==> src/rtl/imem_port_arbiter.sv <==
// Two-port arbiter for the I-cache refill port: the cache controller (port 0) and the
// next-line prefetcher (port 1) share one line-wide imem read, one transaction at a time.
module imem_port_arbiter #(
  parameter int ADDR_W      = 8,
  parameter int DATA_W      = 128,
  parameter int TIMEOUT     = 64,
  parameter int PRIO0_FIXED = 1
) (
  input  logic              clk,
  input  logic              reset_n,
  input  logic              req0,
  input  logic [ADDR_W-1:0] addr0,
  input  logic              req1,
  input  logic [ADDR_W-1:0] addr1,
  output logic              gnt0,
  output logic              gnt1,
  output logic              done0,
  output logic              done1,
  output logic              err0,
  output logic              err1,
  output logic [DATA_W-1:0] line_out,
  output logic              mem_req_o,
  output logic [ADDR_W-1:0] mem_addr_o,
  input  logic [DATA_W-1:0] mem_data_in,
  input  logic              mem_done_in,
  output logic              busy
);

  localparam int CNT_W = (TIMEOUT < 1) ? 1 : $clog2(TIMEOUT + 1);
  localparam logic [CNT_W-1:0] CNT_LAST = CNT_W'((TIMEOUT == 0) ? 0 : TIMEOUT - 1);
  localparam logic [CNT_W-1:0] CNT_MAX  = {CNT_W{1'b1}};

  typedef enum logic [1:0] {
    S_IDLE,
    S_ISSUE,
    S_WAIT,
    S_RESP
  } state_t;

  state_t              state_q, state_d;
  logic                owner_q, owner_d;
  logic                rr_q, rr_d;
  logic [CNT_W-1:0]    cnt_q, cnt_d;
  logic                gnt0_q, gnt0_d;
  logic                gnt1_q, gnt1_d;
  logic                done0_q, done0_d;
  logic                done1_q, done1_d;
  logic                err0_q, err0_d;
  logic                err1_q, err1_d;
  logic [DATA_W-1:0]   line_q, line_d;
  logic                mreq_q, mreq_d;
  logic [ADDR_W-1:0]   maddr_q, maddr_d;
  logic                busy_q, busy_d;
  logic                pick1;
  logic                timeout_hit;

  assign timeout_hit = (TIMEOUT != 0) && (cnt_q == CNT_LAST);

  always_comb begin
    state_d = state_q;
    owner_d = owner_q;
    rr_d    = rr_q;
    cnt_d   = cnt_q;
    gnt0_d  = gnt0_q;
    gnt1_d  = gnt1_q;
    done0_d = 1'b0;
    done1_d = 1'b0;
    err0_d  = 1'b0;
    err1_d  = 1'b0;
    line_d  = line_q;
    mreq_d  = mreq_q;
    maddr_d = maddr_q;
    pick1   = 1'b0;

    case (state_q)
      S_IDLE: begin
        if (req0 || req1) begin
          // Port 1 wins when alone, or on a tie in round-robin mode when it is preferred.
          pick1   = req1 && (!req0 || ((PRIO0_FIXED == 0) && rr_q));
          owner_d = pick1;
          maddr_d = pick1 ? addr1 : addr0;
          gnt0_d  = !pick1;
          gnt1_d  = pick1;
          state_d = S_ISSUE;
        end
      end
      S_ISSUE: begin
        mreq_d  = 1'b1;
        cnt_d   = '0;
        state_d = S_WAIT;
      end
      S_WAIT: begin
        if (mem_done_in) begin
          line_d  = mem_data_in;
          done0_d = !owner_q;
          done1_d = owner_q;
          mreq_d  = 1'b0;
          state_d = S_RESP;
        end else if (timeout_hit) begin
          err0_d  = !owner_q;
          err1_d  = owner_q;
          mreq_d  = 1'b0;
          state_d = S_RESP;
        end else if (cnt_q != CNT_MAX) begin
          cnt_d = cnt_q + CNT_W'(1);
        end
      end
      S_RESP: begin
        gnt0_d  = 1'b0;
        gnt1_d  = 1'b0;
        rr_d    = !owner_q;
        state_d = S_IDLE;
      end
      default: state_d = S_IDLE;
    endcase

    busy_d = (state_d != S_IDLE);
  end

  always_ff @(posedge clk or negedge reset_n) begin
    if (!reset_n) begin
      state_q <= S_IDLE;
      owner_q <= 1'b0;
      rr_q    <= 1'b0;
      cnt_q   <= '0;
      gnt0_q  <= 1'b0;
      gnt1_q  <= 1'b0;
      done0_q <= 1'b0;
      done1_q <= 1'b0;
      err0_q  <= 1'b0;
      err1_q  <= 1'b0;
      line_q  <= '0;
      mreq_q  <= 1'b0;
      maddr_q <= '0;
      busy_q  <= 1'b0;
    end else begin
      state_q <= state_d;
      owner_q <= owner_d;
      rr_q    <= rr_d;
      cnt_q   <= cnt_d;
      gnt0_q  <= gnt0_d;
      gnt1_q  <= gnt1_d;
      done0_q <= done0_d;
      done1_q <= done1_d;
      err0_q  <= err0_d;
      err1_q  <= err1_d;
      line_q  <= line_d;
      mreq_q  <= mreq_d;
      maddr_q <= maddr_d;
      busy_q  <= busy_d;
    end
  end

  assign gnt0       = gnt0_q;
  assign gnt1       = gnt1_q;
  assign done0      = done0_q;
  assign done1      = done1_q;
  assign err0       = err0_q;
  assign err1       = err1_q;
  assign line_out   = line_q;
  assign mem_req_o  = mreq_q;
  assign mem_addr_o = maddr_q;
  assign busy       = busy_q;

endmodule
==> config.mk <==
export PLATFORM = sky130hd
export DESIGN_NAME = imem_port_arbiter
export DESIGN_NICKNAME = d
export VERILOG_FILES = /design/src/rtl/imem_port_arbiter.sv
export SDC_FILE = /design/constraint.sdc
export NUM_CORES = 1
export LEC_CHECK = 0
export ABC_CLOCK_PERIOD_IN_PS = 2600
export BUFFER_PORTS_ARGS = -buffer_cell sky130_fd_sc_hd__buf_2
export CORE_AREA = 2 2 116 118
export CTS_BUF_LIST = sky130_fd_sc_hd__clkbuf_4 sky130_fd_sc_hd__clkbuf_8 sky130_fd_sc_hd__clkbuf_16
export DETAILED_ROUTE_END_ITERATION = 10
export DIE_AREA = 0 0 118 120
export GPL_ROUTABILITY_DRIVEN = 0
export GPL_TIMING_DRIVEN = 1
export PLACE_DENSITY = 0.93
export SLEW_MARGIN = 20
export SYNTH_ARGS = -nofsm -noshare
export SYNTH_HDL_FRONTEND = slang
export SYNTH_SLANG_ARGS = --single-unit
==> constraint.sdc <==
create_clock -name clk -period 2.6 [get_ports clk]
set_input_delay 0 -clock clk [delete_from_list [all_inputs] [get_ports clk]]
set_output_delay 0 -clock clk [all_outputs]
set_load 0.02 [all_outputs]
==> results.yml, run 1 <==
place:
  hpwl_mm: 11.60
  numPortBuffers: 292
timing:
  fmax_mhz: 420.5
  period_needed_ps: 2378
  tns_ps: 0
  grt_setup_unrepaired: "no"
  hold_viol: 0
  finalClockSkew_ps: 9.889
  min_period_over_period_pct: 91.46
  slew_violations: 0
  slew-limit-headroom_pct: 48.52
  setup_viol: 0
  worst_pin_slew_ps: 772.1
worst_setup_path:
  cp_slowest_stage_delay_ps: 570
  critPathTopFamily: "simple AND/OR/NAND/NOR gates"
  crit_arrival_ps: 2740
  cp_slowest_cell: "dlygate4sd3_1"
  crit_chain: "nor2_2 > and2_1 > a22oi_1 > o21ai_1 > dlygate4sd3_1"
  cp-end-kind: "register"
  cp-start-kind: "register"
  crit_path_max_fanout: 13
  path_buf_inv: 1
  path_class: "register to register"
  required_ps: 2960
synthesis:
  synthesis.nets: 551
  synth_top_area_share_pct: 59.77
  syn_avg_cell_area_um2: 16.08
  synth_cells: 401
  yosysWarnings: 0
  ys_ff_latch: 154
  yosys.cell_types.count: 42
  post-synth-top-area-cell: "dfrtp_1"
  synthTopCellsByArea: "dfrtp_1 60%, mux2_4 23%, mux2_1 4.9%"
  synthArstFlopShare_pct: 100.0
  syn_area_um2: 6447
  synth-main-ff-cell: "dfrtp_1"
  yosysSeqAreaShare_pct: 59.77
  synth_edf_count: 0
finish:
  final_cell_mix: "291 x buf_2, 154 x dfrtp_1, 146 x dlygate4sd3_1"
  final_common_cell: "buf_2"
  fin_util_pct: 78.36
  fin_nets: 998
  drive_gt1_share_pct: 50.87
  area_delta_synth_final_pct: 57.75
drt:
  drtAntennaViolNets: 0
  post-route-drc-count: 0
  drtIter0Drc: 436
  drt_wl_total_mm: 21.06
  vias_per_cell: 5.174
  vias: 5365
  dr.pass1.iters: 7
  routedWlPerCell_um: 20.31
grt:
  overflow: 0
  grt_pass1_vias: 5766
  grt_pass1_wl_mm: 32.56
  antenna_found_initial: 2
  track_usage_pct: 30.45
  grt_max_degree: 83
pwr:
  p_leak_uw: 0.005257
  ir_drop_mv: 0.9045
  switching_share_pct: 38.21
  sequentialPowerShare_pct: 34.2
  netSwitchingPower_uw: 4941
  p_int_uw: 7992
  total_power_uw: 12930
  power.density_nw_per_um2: 1272
  p_comb_share_pct: 45.9
  p_clk_share_pct: 19.9
floorplanning:
  initial_core_util_pct: 49.67
  io_pins: 293
  die-width_um: 118
  die-area_um2: 14160
  die_y_um: 120
  core_area_um2: 12980
  rows: 42
cts:
  numCtsBuffers: 17
  postCtsSetupRepairBufs: 0
  numClockSinks: 154
  path_clk_slew_ps: 60
  cts_tree: "built"
  ctsHtreeMaxLevel: 4
  cts-root-buf: "clkbuf_16"
  worstSkewPairLatency_ps: 420
  cts_buffer_depth: 2
run_status:
  status: "finished, final reports clean"
hold_path:
  hp-class: "primary input to register"
flow_run:
  maxCapViolCount: 0
-- final cells by class --
class                   instances  area [µm²]
diodes                          2       5.005
repair buffers                449        3049
inverters                       5       18.77
flip-flops and latches        154        3854
multi-input cells             221        2414
well taps                     176       220.2
fillers                       677        2809
clock inverters                 7       115.1
clock buffers                  23       495.5
-- final timing paths --
path | from | endpoint | slack (ps) | cells after the start
max in group asynchronous | reset_n | line_out[84]$_DFFE_PN0P_ | 1570 | 3
min reg2reg | line_out[85]$_DFFE_PN0P_ | line_out[85]$_DFFE_PN0P_ | 490 | 1
max reg2reg | state_q[0]$_DFF_PN0_ | mem_addr_o[1]$_DFFE_PN0P_ | 220 | 5
max | state_q[0]$_DFF_PN0_ | mem_addr_o[1]$_DFFE_PN0P_ | 220 | 5
min | req1 | owner_q$_DFFE_PN0P_ | 50 | 3
min in group asynchronous | reset_n | line_out[93]$_DFFE_PN0P_ | 210 | 2
-- registers in the layout, summed over array words and instances (netlist names), 2 cells and up --
signal	count
line_out	128
mem_addr_o	8
cnt_q	7
state_q	2
-- power groups by stage --
stage                     Sequential (µW)  Combinational (µW)  Clock (µW)
after CTS                            4310                5780        2570
after global placement               4240                5310           0
after floorplan                      5610                2370           0
after global routing                 4530                6220        2710
after detailed placement             4310                5470           0
final                                4420                5940        2580
-- per-stage QoR --
step / std cells / setup WS, ps / hold WS [ps] / area, µm²
after floorplan: 401 / 914.7 / -295.6 / 6447
after global placement: 859 / 632.9 / 85.10 / 8092
after detailed placement: 859 / 541.9 / 87.47 / 8092
after CTS: 1035 / 148.0 / 14.34 / 10160
after global routing: 1037 / 153.2 / 79.32 / 10170
final: 1037 / 222.1 / 52.91 / 10170
-- repair_timing --
item                                    4_1_cts  5_1_grt
hold buffers                                146        0
endpoints found under the setup margin        0        8
hold endpoints to repair                    218        0
resized for setup                             0        1
-- worst min-delay path: cells and delay by family --
family,cells,cell delay (ps)
buffers and inverters,1,220
and+or+nand+nor,1,40
AOI/OAI and AO/OA,1,170
-- layer usage --
metal	up-vias	wire length [µm]	track usage, %
li1	2330	-	-
met5	-	0	0
met3	54	1406	8.745
met4	0	557	12.35
met1	2690	7693	33.04
met2	291	11400	55.85
-- synthesized netlist by cell type, drive strengths merged, types with 2 or more instances --
library cell,count
dfrtp,154
nand2,10
a31oi,11
a22oi,8
and2,4
a21oi,5
or2,2
o21a,2
inv,5
nand3,4
mux2,128
nor3,2
clkbuf,7
buf,14
o21ai,10
nor2,4
nor2b,11
-- logic make-up (layout without fill, tap and decap cells) --
group	count (synthesis)	in the layout	share of synthesized area, %
AOI/OAI and AO/OA	48	48	5.026
adders and majority gates	1	1	0.1940
buffers and inverters	26	484	3.047
DFF	154	154	59.77
muxes	129	129	28.33
other	0	2	0
and+or+nand+nor	43	43	3.629
(Power assumes the default switching activity.)
==> run 2: changes to the inputs <==
BUFFER_PORTS_ARGS = not set   (was -buffer_cell sky130_fd_sc_hd__buf_2)
CORE_AREA = 2 2 113 115   (was 2 2 116 118)
DIE_AREA = 0 0 115 117   (was 0 0 118 120)
DONT_BUFFER_PORTS = 1   (was not set)
PLACE_DENSITY = 0.76   (was 0.93)
==> run 2 against run 1 <==
Against the previous run: the run now fails in clock tree synthesis; synthesized area unchanged; synthesized cell count unchanged.
==> results.yml, run 2 <==
synthesis:
  post-synth-top-area-cell: "dfrtp_1"
  synth_edf_count: 0
  syn_avg_cell_area_um2: 16.08
  yosysSeqAreaShare_pct: 59.77
  synth_cells: 401
  yosys.cell_types.count: 42
  synth.most_common_cell: "dfrtp_1"
  syn_area_um2: 6447
  synth-main-ff-cell: "dfrtp_1"
  synth_top_area_share_pct: 59.77
  ys_ff_latch: 154
  synth_common_cells: "154 x dfrtp_1, 100 x mux2_4, 28 x mux2_1, 13 x buf_6"
  synthesis.nets: 551
  synthArstFlopShare_pct: 100.0
  yosysWarnings: 0
  synthTopCellsByArea: "dfrtp_1 60%, mux2_4 23%, mux2_1 4.9%"
place:
  numPortBuffers: 0
  hpwl_mm: 9.400
  placedCellCount: 535
  placed_area_um2: 6546
floorplanning:
  io_pins: 293
  rows: 41
  die_y_um: 117
  initial_core_util_pct: 52.37
  die-width_um: 115
run_status:
  status: "aborted with a tool error"
  toolErrorMsg: "[ERROR RSZ-0060] Max buffer count reached."
  haltStage: "clock tree synthesis"
cts:
  cts_hold_buf: 114
  cts-root-buf: "clkbuf_16"
  numClockSinks: 154
  postCtsSetupRepairBufs: 0
  post_cts_resized: 0
  numCtsBuffers: 17
  cts_buffer_depth: 2
  ctsHtreeMaxLevel: 4
==> run 2: cells by family after synthesis <==
logic type | count (synthesis) | share of synthesized area [%]
adder cells (fa/ha/maj) | 1 | 0.1940
multiplexers | 129 | 28.33
AO/OA/AOI/OAI | 48 | 5.026
AND/OR/NAND/NOR | 43 | 3.629
flip-flops | 154 | 59.77
buffers and inverters | 26 | 3.047
==> run 2: per-stage QoR <==
stage | utilization (%) | hold slack, ps | setup slack, ps
2_1_floorplan | - | -295.6 | 914.7
3_3_place_gp | 53.17 | -291.3 | 654.5
3_5_place_dp | 53.17 | -291.2 | 570.1
==> run 3: changes to the inputs <==
CORE_AREA = 2 2 130 132   (was 2 2 113 115)
CTS_BUF_LIST = not set   (was sky130_fd_sc_hd__clkbuf_4 sky130_fd_sc_hd__clkbuf_8 sky130_fd_sc_hd__clkbuf_16)
DIE_AREA = 0 0 132 134   (was 0 0 115 117)
PLACE_DENSITY = not set   (was 0.76)
PLACE_DENSITY_LB_ADDON = 0.15   (was not set)
==> run 3 against run 2 <==
Against the previous run: the flow again stops in clock tree synthesis; synthesized area stayed put; synthesized cell count is the same.
==> results.yml, run 3 <==
synthesis:
  synth_cells: 401
  yosysWarnings: 0
  synthTopCellsByArea: "dfrtp_1 60%, mux2_4 23%, mux2_1 4.9%"
  syn_avg_cell_area_um2: 16.08
  synth_top_area_share_pct: 59.77
  syn_area_um2: 6447
  yosys.cell_types.count: 42
  synth_edf_count: 0
  synth.most_common_cell: "dfrtp_1"
  synth_common_cells: "154 x dfrtp_1, 100 x mux2_4, 28 x mux2_1, 13 x buf_6"
  yosysSeqAreaShare_pct: 59.77
  ys_ff_latch: 154
  post-synth-top-area-cell: "dfrtp_1"
  synthArstFlopShare_pct: 100.0
  synthesis.nets: 551
  synth-main-ff-cell: "dfrtp_1"
floorplanning:
  die-width_um: 132
  die_y_um: 134
  initial_core_util_pct: 39.58
  rows: 47
  io_pins: 293
cts:
  numCtsBuffers: 17
  numClockSinks: 154
  cts_buffer_depth: 2
  cts_hold_buf: 129
  post_cts_resized: 0
  ctsHtreeMaxLevel: 4
  postCtsSetupRepairBufs: 0
  cts-root-buf: "clkbuf_16"
place:
  placed_area_um2: 6656
  place_ws_ps: 779.3
  numPortBuffers: 0
  hpwl_mm: 9.941
run_status:
  haltStage: "clock tree synthesis"
  toolErrorMsg: "[ERROR RSZ-0060] Max buffer count reached."
  status: "aborted with a tool error"
==> run 3: cell counts after synthesis <==
No cell type changed its count.
==> run 3: cells by family after synthesis <==
group                      after synthesis  share of synthesized area [%]
adders and majority gates                1                         0.1940
DFF                                    154                          59.77
muxes                                  129                          28.33
AOI/OAI and AO/OA                       48                          5.026
buffers and inverters                   26                          3.047
and+or+nand+nor                         43                          3.629
==> run 3: through the flow <==
stage,instances,hold WS [ps]
after global placement,608,-291.5
after floorplan,401,-295.6
after detailed placement,608,-291.8
